### src/rtl/mem_arbiter.sv
// Arbiter sharing one SRAM port between instruction fetch and load/store.
// Load/store has priority; a streak counter guarantees fetch forward progress.
module mem_arbiter #(
    parameter int MEM_LAT    = 2,
    parameter int STARVE_MAX = 3
) (
    input  logic        clk_i,
    input  logic        rts_i,
    input  logic        if_req_i,
    input  logic [31:0] if_addr_i,
    output logic        if_done_o,
    output logic [31:0] if_rdata_o,
    input  logic        ls_req_i,
    input  logic        ls_we_i,
    input  logic [31:0] ls_addr_i,
    input  logic [1:0]  ls_size_i,
    input  logic [31:0] ls_wdata_i,
    output logic        ls_done_o,
    output logic [31:0] ls_rdata_o,
    output logic [31:0] mem_addr_o,
    output logic [1:0]  mem_size_o,
    output logic [31:0] mem_wdata_o,
    output logic        mem_rwr_o,
    output logic        mem_cs_n_o,
    input  logic [31:0] mem_rdata_i
);

    localparam int CNT_W = (MEM_LAT > 1) ? $clog2(MEM_LAT) : 1;
    localparam int STK_W = $clog2(STARVE_MAX + 1);
    localparam logic [CNT_W-1:0] CNT_INIT = CNT_W'(MEM_LAT - 1);
    localparam logic [STK_W-1:0] STK_MAX  = STK_W'(STARVE_MAX);

    typedef enum logic [1:0] {
        ST_IDLE = 2'd0,
        ST_BUSY = 2'd1,
        ST_DONE = 2'd2
    } state_e;

    state_e             state_q;
    logic [CNT_W-1:0]   cnt_q;
    logic [STK_W-1:0]   streak_q;
    logic               owner_ls_q;
    logic               we_q;
    logic               if_done_q;
    logic               ls_done_q;
    logic [31:0]        if_rdata_q;
    logic [31:0]        ls_rdata_q;
    logic [31:0]        mem_addr_q;
    logic [1:0]         mem_size_q;
    logic [31:0]        mem_wdata_q;
    logic               mem_rwr_q;
    logic               mem_cs_n_q;

    logic               grant_ls_d;
    logic [1:0]         ls_size_d;
    logic [STK_W-1:0]   streak_d;

    // Winner selection, LS size mapping and the streak value to commit on a grant.
    always_comb begin
        grant_ls_d = ls_req_i && (!if_req_i || (streak_q != STK_MAX));
        ls_size_d  = (ls_size_i == 2'd2) ? 2'd3 : ls_size_i;
        streak_d   = '0;
        if (!grant_ls_d || !if_req_i) begin
            streak_d = '0;
        end else if (streak_q == STK_MAX) begin
            streak_d = streak_q;
        end else begin
            streak_d = streak_q + STK_W'(1);
        end
    end

    // Access FSM with all SRAM-side and requester-side outputs registered.
    always_ff @(posedge clk_i) begin
        if (rts_i) begin
            state_q     <= ST_IDLE;
            cnt_q       <= '0;
            streak_q    <= '0;
            owner_ls_q  <= 1'b0;
            we_q        <= 1'b0;
            if_done_q   <= 1'b0;
            ls_done_q   <= 1'b0;
            if_rdata_q  <= 32'd0;
            ls_rdata_q  <= 32'd0;
            mem_addr_q  <= 32'd0;
            mem_size_q  <= 2'd3;
            mem_wdata_q <= 32'd0;
            mem_rwr_q   <= 1'b1;
            mem_cs_n_q  <= 1'b1;
        end else begin
            case (state_q)
                ST_IDLE: begin
                    if_done_q <= 1'b0;
                    ls_done_q <= 1'b0;
                    if (ls_req_i || if_req_i) begin
                        state_q    <= ST_BUSY;
                        cnt_q      <= CNT_INIT;
                        streak_q   <= streak_d;
                        owner_ls_q <= grant_ls_d;
                        mem_cs_n_q <= 1'b0;
                        // The mem_* registers double as the latched request fields.
                        if (grant_ls_d) begin
                            mem_addr_q  <= ls_addr_i;
                            mem_size_q  <= ls_size_d;
                            mem_wdata_q <= ls_wdata_i;
                            we_q        <= ls_we_i;
                            mem_rwr_q   <= ~ls_we_i;
                        end else begin
                            mem_addr_q  <= if_addr_i;
                            mem_size_q  <= 2'd3;
                            mem_wdata_q <= mem_wdata_q;
                            we_q        <= 1'b0;
                            mem_rwr_q   <= 1'b1;
                        end
                    end else begin
                        mem_cs_n_q <= 1'b1;
                        mem_rwr_q  <= 1'b1;
                    end
                end
                ST_BUSY: begin
                    if (cnt_q == '0) begin
                        state_q    <= ST_DONE;
                        mem_cs_n_q <= 1'b1;
                        mem_rwr_q  <= 1'b1;
                        if (owner_ls_q) begin
                            ls_done_q <= 1'b1;
                            if (!we_q) begin
                                ls_rdata_q <= mem_rdata_i;
                            end else begin
                                ls_rdata_q <= ls_rdata_q;
                            end
                        end else begin
                            if_done_q  <= 1'b1;
                            if_rdata_q <= mem_rdata_i;
                        end
                    end else begin
                        cnt_q <= cnt_q - CNT_W'(1);
                    end
                end
                ST_DONE: begin
                    if_done_q <= 1'b0;
                    ls_done_q <= 1'b0;
                    state_q   <= ST_IDLE;
                end
                default: begin
                    state_q    <= ST_IDLE;
                    if_done_q  <= 1'b0;
                    ls_done_q  <= 1'b0;
                    mem_cs_n_q <= 1'b1;
                    mem_rwr_q  <= 1'b1;
                end
            endcase
        end
    end

    assign if_done_o   = if_done_q;
    assign ls_done_o   = ls_done_q;
    assign if_rdata_o  = if_rdata_q;
    assign ls_rdata_o  = ls_rdata_q;
    assign mem_addr_o  = mem_addr_q;
    assign mem_size_o  = mem_size_q;
    assign mem_wdata_o = mem_wdata_q;
    assign mem_rwr_o   = mem_rwr_q;
    assign mem_cs_n_o  = mem_cs_n_q;

endmodule

### config.mk
export PLATFORM = sky130hd
export DESIGN_NAME = mem_arbiter
export DESIGN_NICKNAME = d
export VERILOG_FILES = /design/src/rtl/mem_arbiter.sv
export SDC_FILE = /design/constraint.sdc
export NUM_CORES = 1
export LEC_CHECK = 0
export ABC_AREA = 1
export CORE_MARGIN = 1
export CORE_UTILIZATION = 41
export CTS_CLUSTER_SIZE = 30
export DETAILED_ROUTE_END_ITERATION = 6
export GPL_TIMING_DRIVEN = 0
export MAX_ROUTING_LAYER = met4
export PLACE_DENSITY = 0.8
export SLEW_MARGIN = 5
export SYNTH_ARGS = -nofsm -noshare
export SYNTH_HDL_FRONTEND = slang
export SYNTH_SLANG_ARGS = --single-unit
### constraint.sdc
create_clock -name clk_i -period 1.6 [get_ports clk_i]
set_input_delay 0.16 -clock clk_i [delete_from_list [all_inputs] [get_ports clk_i]]
set_output_delay 0.16 -clock clk_i [all_outputs]
set_load 0.02 [all_outputs]
==> out/results.ini <==
[clock_tree]
cts_buffer_depth = 2
cts.clk_slew.worst_paths_ps = 50
numCtsBuffers = 17
clockRootBuffer = clkbuf_16
cts_sinks = 141
clk_latency_ps = 410
ctsHoldBuffers = 0
h-tree-depth = 4
cts_tree = yes

[global_route]
antenna_found_initial = 0
groute.usage.overall_pct = 25.2
grt_pass1_wl_um = 28000
grt_overflow = 0
grt_pass1_vias = 5869
grt_start_max_net_pins = 17

[synth]
synth_flop_cell = dfxtp_1
syn_inst = 839
synth-seq-area-share_pct = 49.2
synth-edff-count = 0
yosysUniqueCellTypes = 18
synth_seq_cells = 141
synth_top_area_share_pct = 49.2
synth_nets = 975
syn_area_um2 = 5740
synth_top_area_cell = dfxtp_1
synth_commonest_cells = nor2_1 (300), dfxtp_1 (141), nand2_1 (117)
synth.area.top_cells = dfxtp_1 (49%), nor2_1 (20%), nand2_1 (7.7%)
async_flop_share_pct = 0
avgSynthCellArea_um2 = 6.84
synth_most_common_cell = nor2_1
yosysWarningCount = 0

[sta]
clock_skew_ps = 8.36
slew_viol_final = 0
fmax_ghz = 0.650
setup-tns-final_ps = 0
finalSetupViolCount = 0
worst_pin_slew_ps = 519
slew_headroom_pct = 65.4
hold_viol = 0
finalCritPeriodShare_pct = 96.2
post-route-min-period_ps = 1540

[pwr]
intPower_mw = 7.43
clkPwrFrac_pct = 36.9
p_switching_mw = 2.93
p_per_area_nw_per_um2 = 1110
seq_power_share_pct = 38.8
p_sw_share_pct = 28.3
vdd.ir_drop.worst_mv = 0.739
power.leakage_nw = 4.11
combPwrFrac_pct = 24.3
power.total_mw = 10.4

[drt]
met2_length_um = 8310
wl_um = 17400
wl_met3_um = 1270
vias = 6168
dr.max_layer_used = met4
drtIter0Drc = 389
vias_per_cell = 4.69
met1_length_um = 7350
drc = 0
wl_per_cell_um = 13.2
ant_nets = 0
dr.pass1.iters = 4

[floorplanning]
rows = 42
core_um2 = 13500
start_util_pct = 42.6
die_area_um2 = 14500
dieHeight_um = 120
io_pins = 269
die_w_um = 120

[worst_setup_path]
cp_top_family = buffers and inverters
start_kind = flop
crit_path_end_kind = primary output
crit_required_ps = 1440
r2r_slack_ps = 90
reg2reg_from = streak_q[0]
ff2ff_path_depth = 9
cpMaxStageDelayCell = clkdlybuf4s50_1
crit_chain = clkdlybuf4s50_1
timing.rr.end = mem_addr_o[15]
worstPathMaxFanout = 2
crit_type = reg2out
cp.depth = 1
cpPeakStageDelay_ps = 640
critPathArrivalTime_ps = 1380
path_buf_inv = 1

[min_path]
hp-class = in2reg
worstHoldStart = ls_wdata_i[11]
min_to = mem_wdata_o[11]
min_path_cells = 3

[final_layout]
layout-drive-gt1-share_pct = 7.02
fin_util_pct = 69.2
nNetsFinal = 1263
diodes = 0
area_growth_pct = 62.3

[outcome]
status = completed

[placement]
place.gp.congestion = 0.806
port_buffers = 268
hpwl_um = 12900

[job]
maxCapViolCount = 0

==> routing by layer <==
metal	vias up	GRT usage [%]
met5	-	-
li1	3177	-
met4	0	10.1
met3	33	6.60
met1	2740	29.6
met2	218	40.9
==> power groups by stage <==
stage | Clock, mW | Combinational (mW) | Sequential (mW)
floorplan | 0 | 0.867 | 4.47
global placement | 0 | 2.47 | 4.08
detailed placement | 0 | 2.48 | 4.09
CTS | 3.90 | 2.51 | 4.02
global route | 4.06 | 2.76 | 4.06
finish | 3.82 | 2.52 | 4.02
==> sequential cells by signal, indices dropped and copies added (netlist names) <==
name and cells:
ls_done_o 1, cnt_q 1, state_q 2, mem_wdata_o 32, mem_rwr_o 1, if_rdata_o 32, ls_rdata_o 32, mem_addr_o 32
if_done_o 1, we_q 1, mem_cs_n_o 1, mem_size_o 2, streak_q 2, owner_ls_q 1
==> stage by stage <==
step | hold slack, ps | instance area, µm² | cells | setup WS [ps]
after global placement | 447 | 8640 | 1283 | -439
after floorplan | 229 | 5740 | 839 | 252
after CTS | 347 | 9240 | 1314 | 5.25
after detailed placement | 459 | 8640 | 1283 | -443
after global routing | 380 | 9310 | 1315 | -21.8
final | 364 | 9310 | 1315 | 61.5
==> tightest hold or removal path, stage by stage <==
cell and delay [ps]:
clkdlybuf4s50_1 390, o21ai_1 130, nor2_1 50
==> logic make-up after synthesis <==
kind of cell / share of synthesized area (%)
adders and majority gates: 0.218
and+or+nand+nor: 32.1
buffers and inverters: 9.18
AOI/OAI and AO/OA: 9.25
DFF: 49.2
==> worst max-delay path by stage <==
stage | start | endpoint | slack, ps
after global placement | rts_i | mem_rwr_o | -440
after global routing | streak_q[0] | mem_addr_o[18] | -20
final | mem_addr_o[0] | mem_addr_o[0] | 60
after floorplan | streak_q[0] | mem_size_o[0] | 250
after CTS | rts_i | ls_rdata_o[31] | 5
after detailed placement | rts_i | ls_rdata_o[6] | -440
==> cell usage in the layout (no fill, tap or decap), types with 3 or more instances in the layout <==
master,count
nand2_1,114
inv_2,4
buf_2,17
buf_4,6
clkbuf_8,7
clkbuf_16,17
nor2_4,3
o21ai_0,76
dfxtp_1,141
clkbuf_1,21
nor2_1,297
o21ai_1,21
clkdlybuf4s50_1,264
clkinv_2,3
nor2_2,3
nand3_1,7
clkbuf_2,7
a21oi_1,7
inv_1,72
nand4_1,34
dlymetal6s2s_1,3
buf_6,3
==> timing repair <==
item                                   in CTS  in global routing
buffers inserted                            0                  1
endpoints found under the hold margin       0                  0
resized for setup                           9                 41
setup endpoints to repair                  44                116
pin swaps                                   0                  1
==> area by class of cell <==
type / count / area, µm²
clock buffers: 26 / 529
flip-flops and latches: 141 / 2820
inverters: 76 / 285
well taps: 176 / 220
repair buffers: 269 / 2700
plain buffers: 53 / 278
multi-input cells: 569 / 2420
clock inverters: 5 / 53.8
fillers: 1159 / 4140
No activity file was read; power rests on OpenSTA's default activity.
